`config.mk`:
```
export PLATFORM = sky130hd
export DESIGN_NAME = pythagoras_leg
export DESIGN_NICKNAME = d
export VERILOG_FILES = /design/src/rtl/pythagoras_pkg.sv /design/src/rtl/pythagoras_leg_isqrt.sv /design/src/rtl/pythagoras_leg.sv
export SDC_FILE = /design/constraint.sdc
export NUM_CORES = 1
export LEC_CHECK = 0
export ABC_AREA = 1
export CORE_MARGIN = 2
export CORE_UTILIZATION = 50
export DETAILED_ROUTE_END_ITERATION = 10
export GPL_TIMING_DRIVEN = 1
export PLACE_DENSITY = 0.65
export SYNTH_ARGS = -nofsm -noshare
export SYNTH_HDL_FRONTEND = slang
export SYNTH_SLANG_ARGS = --single-unit
```
`constraint.sdc`:
```
create_clock -name clk -period 2.44 [get_ports clk]
set_input_delay 0.244 -clock clk [delete_from_list [all_inputs] [get_ports clk]]
set_output_delay 0.244 -clock clk [all_outputs]
set_load 0.005 [all_outputs]
```
`src/rtl/pythagoras_pkg.sv`:
```
// Shared constants and FSM encoding for the pythagoras_leg slice.
package pythagoras_pkg;
  localparam int W_DEFAULT = 8;
  localparam int LAT       = 3 * W_DEFAULT + 1;

  typedef enum logic [2:0] {
    IDLE = 3'd0,
    SQ_H = 3'd1,
    SQ_X = 3'd2,
    DIFF = 3'd3,
    ROOT = 3'd4
  } state_t;

  function automatic int lat_for(input int w);
    return 3 * w + 1;
  endfunction
endpackage

```
`src/rtl/pythagoras_leg_isqrt.sv`:
```
// Sequential restoring integer square root: one result bit per cycle, MSB first.
module seq_isqrt #(
  parameter int W = 8
) (
  input  logic           clk,
  input  logic           rst_n,
  input  logic           load,
  input  logic [2*W-1:0] radicand,
  output logic [W-1:0]   root,
  output logic           done
);
  localparam int CW = $clog2(W + 1);
  localparam logic [CW-1:0] LAST = CW'(W - 1);

  logic [2*W-1:0] rad_q, rad_d;
  logic [W:0]     rem_q, rem_d;
  logic [W-1:0]   root_q, root_d;
  logic [CW-1:0]  cnt_q, cnt_d;
  logic           run_q, run_d;

  logic [W+2:0]   rem_sh, trial, rem_nx;
  logic [W-1:0]   root_nx;
  logic           fits;

  // The remainder never exceeds 2*root, so W+1 stored bits are sufficient.
  always_comb begin
    rem_sh  = {rem_q, rad_q[2*W-1 -: 2]};
    trial   = {1'b0, root_q, 2'b01};
    fits    = (rem_sh >= trial);
    rem_nx  = fits ? (rem_sh - trial) : rem_sh;
    root_nx = W'({root_q, fits});
  end

  // root/done present the result of the step taking place this cycle, so the
  // caller can register the final root on the same edge that retires it.
  assign root = root_nx;
  assign done = run_q && (cnt_q == LAST);

  always_comb begin
    rad_d  = rad_q;
    rem_d  = rem_q;
    root_d = root_q;
    cnt_d  = cnt_q;
    run_d  = run_q;
    if (load) begin
      rad_d  = radicand;
      rem_d  = '0;
      root_d = '0;
      cnt_d  = '0;
      run_d  = 1'b1;
    end else if (run_q) begin
      rad_d  = rad_q << 2;
      rem_d  = (W+1)'(rem_nx);
      root_d = root_nx;
      cnt_d  = cnt_q + CW'(1);
      if (cnt_q == LAST) run_d = 1'b0;
    end
  end

  always_ff @(posedge clk or negedge rst_n) begin
    if (!rst_n) begin
      rad_q  <= '0;
      rem_q  <= '0;
      root_q <= '0;
      cnt_q  <= '0;
      run_q  <= 1'b0;
    end else begin
      rad_q  <= rad_d;
      rem_q  <= rem_d;
      root_q <= root_d;
      cnt_q  <= cnt_d;
      run_q  <= run_d;
    end
  end
endmodule

```
`src/rtl/pythagoras_leg.sv`:
```
// Computes floor(sqrt(h*h - x*x)) with a shared shift-add squarer and a bit-serial root.
// Handshake: start is accepted only in IDLE; valid pulses one cycle with leg_out/err, which then hold.
module pythagoras_leg
  import pythagoras_pkg::*;
#(
  parameter int W = W_DEFAULT
) (
  input  logic         clk,
  input  logic         rst_n,
  input  logic [W-1:0] h,
  input  logic [W-1:0] x,
  input  logic         start,
  output logic         busy,
  output logic         valid,
  output logic [W-1:0] leg_out,
  output logic         err,
  output state_t       dbg_state
);
  localparam int CW = $clog2(W + 1);
  localparam logic [CW-1:0] LAST = CW'(W - 1);

  state_t         state_q, state_d;
  logic [CW-1:0]  cnt_q, cnt_d;
  logic [W-1:0]   h_q, h_d, x_q, x_d;
  logic [W-1:0]   m_q, m_d;
  logic [2*W-1:0] mc_q, mc_d, acc_q, acc_d, hsq_q, hsq_d;
  logic           errf_q, errf_d;
  logic [W-1:0]   leg_q, leg_d;
  logic           err_q, err_d;
  logic           valid_q, valid_d;

  logic [2*W-1:0] acc_step;
  logic [2*W-1:0] radicand;
  logic           iso_load;
  logic [W-1:0]   iso_root;
  logic           iso_done;

  assign acc_step = m_q[0] ? (acc_q + mc_q) : acc_q;

  always_comb begin
    state_d  = state_q;
    cnt_d    = cnt_q;
    h_d      = h_q;
    x_d      = x_q;
    m_d      = m_q;
    mc_d     = mc_q;
    acc_d    = acc_q;
    hsq_d    = hsq_q;
    errf_d   = errf_q;
    leg_d    = leg_q;
    err_d    = err_q;
    valid_d  = 1'b0;
    iso_load = 1'b0;
    radicand = '0;
    case (state_q)
      IDLE: begin
        if (start) begin
          h_d     = h;
          x_d     = x;
          m_d     = h;
          mc_d    = {{W{1'b0}}, h};
          acc_d   = '0;
          cnt_d   = '0;
          state_d = SQ_H;
        end
      end
      SQ_H, SQ_X: begin
        acc_d = acc_step;
        mc_d  = mc_q << 1;
        m_d   = m_q >> 1;
        cnt_d = cnt_q + CW'(1);
        if (cnt_q == LAST) begin
          cnt_d = '0;
          if (state_q == SQ_H) begin
            // Park h*h and reload the same datapath with x.
            hsq_d   = acc_step;
            m_d     = x_q;
            mc_d    = {{W{1'b0}}, x_q};
            acc_d   = '0;
            state_d = SQ_X;
          end else begin
            state_d = DIFF;
          end
        end
      end
      DIFF: begin
        errf_d   = (x_q > h_q);
        radicand = (x_q > h_q) ? '0 : (hsq_q - acc_q);
        iso_load = 1'b1;
        state_d  = ROOT;
      end
      ROOT: begin
        if (iso_done) begin
          leg_d   = iso_root;
          err_d   = errf_q;
          valid_d = 1'b1;
          state_d = IDLE;
        end
      end
      default: state_d = IDLE;
    endcase
  end

  always_ff @(posedge clk or negedge rst_n) begin
    if (!rst_n) begin
      state_q <= IDLE;
      cnt_q   <= '0;
      h_q     <= '0;
      x_q     <= '0;
      m_q     <= '0;
      mc_q    <= '0;
      acc_q   <= '0;
      hsq_q   <= '0;
      errf_q  <= 1'b0;
      leg_q   <= '0;
      err_q   <= 1'b0;
      valid_q <= 1'b0;
    end else begin
      state_q <= state_d;
      cnt_q   <= cnt_d;
      h_q     <= h_d;
      x_q     <= x_d;
      m_q     <= m_d;
      mc_q    <= mc_d;
      acc_q   <= acc_d;
      hsq_q   <= hsq_d;
      errf_q  <= errf_d;
      leg_q   <= leg_d;
      err_q   <= err_d;
      valid_q <= valid_d;
    end
  end

  seq_isqrt #(.W(W)) u_isqrt (
    .clk      (clk),
    .rst_n    (rst_n),
    .load     (iso_load),
    .radicand (radicand),
    .root     (iso_root),
    .done     (iso_done)
  );

  assign busy      = (state_q != IDLE);
  assign valid     = valid_q;
  assign leg_out   = leg_q;
  assign err       = err_q;
  assign dbg_state = state_q;
endmodule

```
==> results.cfg <==
[status]
status = complete, no violations

[die]
die_h_um = 128
start_util_pct = 51.1
rows = 45
die-area_mm2 = 0.0165
coreArea_mm2 = 0.0151
die_width_um = 128
boundaryPins = 33

[cts]
cts_setup_buffers = 0
clkTransAtPathRegs_ns = 0.06
cts.sinks = 128
clk_latency_ns = 0.42
cts_resized = 0
clock_tree.root_cell = clkbuf_16
cts_max_level = 4
cts_tree = done
hold_buffers = 1
cts_buffer_depth = 2
cts_buffers = 17

[worst_setup_path]
worstSetupEndpointType = register
r2r_cells = 10
arrival_ns = 2.43
crit_family = compound AO/OA/AOI/OAI gates
worst-path-stages = 10
start_kind = register
required_ns = 2.75
crit_type = reg -> reg
path_cells = inv_1 -> ha_1 -> inv_1 -> o21ai_0 -> a21boi_0 -> nand2_1 -> a21oi_2 -> nand2_1 -> nand3_1 -> nand2_1
worst_path_max_delay_cell = a21oi_2
critPathMaxStageDelay_ns = 0.40
path_buf_inv = 2
crit_top_cell = nand2_1
crit_fanout = 10

[sta]
maxSlewHeadroom_pct = 43.0
setup-tns-final_ns = 0
min_period_ns = 2.12
hold_viol = 0
setup_viol = 0
fin_skew_ns = 0.00950
maxSlewViolCount = 0
fin_crit_sh_pct = 86.9
rsz0062_at_grt = false
fmaxAchievable_ghz = 0.472
tightestPinTransition_ns = 0.852

[global_routing]
grt_antenna_before_repair = 0
grt_pass1_wl_um = 30300
overflow = 0
track_usage_pct = 23.2
grt_pass1_vias = 6406
grt_max_degree = 63

[pwr]
p_per_area_mw_per_mm2 = 1600
internal-power_mw = 7.69
leakagePower_nw = 4.72
p_switching_mw = 6.58
seqPwrFrac_pct = 25.5
sw_frac_of_total_pct = 46.1
peakVddDrop_mv = 0.896
comb_power_share_pct = 55.5
pwr-share-clk_pct = 19.0

[flow_run]
cap_violations = 0

[synthesis]
synth_ff_type = dfrtp_1
synth_warnings = 0
yosys-top-cells-area = dfrtp_1 41%, nand2_1 15%, inv_1 8.4%, ha_1 8.1%, nand3_1 4.4%
yosysSeqAreaShare_pct = 41.4
ys_ff_latch = 128
synthDistinctLibCells = 39
syn_inst = 1048
syn_area_mm2 = 0.00773
synth_edf_count = 0
synth_top_area_cell = dfrtp_1
netlist.area_leader.share_pct = 41.4
async_flop_share_pct = 100
syn_area_per_cell_um2 = 7.38
synthesis.nets = 1119

[routing]
vias_per_cell = 5.13
wl_um = 17500
via_count = 6634
initialDrtViolationCount = 339
ant_nets = 0
wl_per_cell_um = 13.6
dr.pass1.iters = 5
drc = 0

[final_layout]
area_growth_pct = 15.5
fill_cells = 1413
final_common_cell = nand2_1
drive_gt1_share_pct = 5.53
mostFrequentLayoutCells = 313 x nand2_1, 173 x inv_1, 128 x dfrtp_1
layout.cells.non_filler = 1292
num_antenna_cells = 0
nNetsFinal = 1162

[placed_design]
place_hpwl_um = 13000
port_buffers = 32
gp_congestion = 0.851
dp_cells = 1259

[worst_hold_path]
min_path_type = in -> async
-- state kept, by name, indices dropped and copies added (netlist names), 8 cells and up --
name and count:
acc_q 16, h_q 8, hsq_q 16, leg_out 8, m_q 8, mc_q 16, u_isqrt.rad_q 16, u_isqrt.rem_q 9
u_isqrt.root_q 8, x_q 8
-- final timing paths --
check                                  startpoint  slack (ns)          endpoint
worst max-delay path            u_isqrt.root_q[2]        0.32  u_isqrt.rem_q[6]
min in group clk                             x[5]        0.39            x_q[5]
worst min register to register   u_isqrt.cnt_q[3]        0.48  u_isqrt.cnt_q[3]
worst min-delay path                        rst_n        0.32      dbg_state[1]
worst max register to register  u_isqrt.root_q[2]        0.32  u_isqrt.rem_q[6]
max in group asynchronous                   rst_n        1.42           mc_q[9]
-- area by class of cell --
class / count / area (um2) / area share [%]
inverter: 179 / 672 / 7.52
sequential: 128 / 3200 / 35.9
timing repair buffer: 48 / 457 / 5.11
tap: 188 / 235 / 2.63
clock buffer: 19 / 443 / 4.96
multi-input combinational: 717 / 3740 / 41.8
clock inverter: 13 / 185 / 2.07
-- metrics by stage --
step	setup slack (ns)	power (mW)	instance area [um2]	hold slack [ns]	util, %
4_1_cts	0.321	14.3	8930	0.344	59.0
2_1_floorplan	0.604	9.57	7730	-0.0516	-
5_1_grt	0.132	15.8	8930	0.372	59.0
3_5_place_dp	0.311	11.5	8290	0.216	54.8
6_report	0.320	14.3	8930	0.324	59.0
3_3_place_gp	0.367	11.4	8290	0.216	54.8
-- cells in the mapped netlist, types with 2 or more instances --
library cell  instances
nand2_1             313
inv_1               173
dfrtp_1             128
nand3_1              68
o21ai_0              66
nor2_1               62
a21oi_1              52
ha_1                 50
o22ai_1              37
nor3_1               12
clkbuf_1             11
xnor2_1              11
buf_2                10
xor2_1               10
inv_2                 6
o211ai_1              5
nand4_1               4
and2_1                3
a21oi_2               2
buf_4                 2
fa_1                  2
nand2_2               2
nor4_1                2
o21a_1                2
-- layer usage --
layer / up-vias / track usage (%) / wire length [um]
li1: 3442 / - / -
met1: 3079 / 31.6 / 8580
met2: 102 / 37.6 / 8030
met3: 11 / 4.95 / 742
met4: 0 / 6.53 / 160
met5: - / 0 / 0
-- power by group through the flow --
stage                     clock [mW]  sequential (mW)  combinational, mW
after global placement             0             3.65               7.79
after global routing            2.86             3.75               9.15
after CTS                       2.75             3.64               7.94
after floorplan                    0             3.51               6.06
final                           2.71             3.64               7.91
after detailed placement           0             3.67               7.87
-- logic make-up (layout without fill, tap and decap cells) --
family                   Yosys count  count (layout)  share of synthesized area, %
buffers and inverters            203             259                          10.2
XOR/XNOR                          21              21                          2.38
AO/OA/AOI/OAI                    172             172                          12.3
flip-flops                       128             128                          41.4
adder cells (fa/ha/maj)           52              52                          8.61
AND/OR/NAND/NOR                  472             472                          25.0
Power figures use the tool's default switching activity.
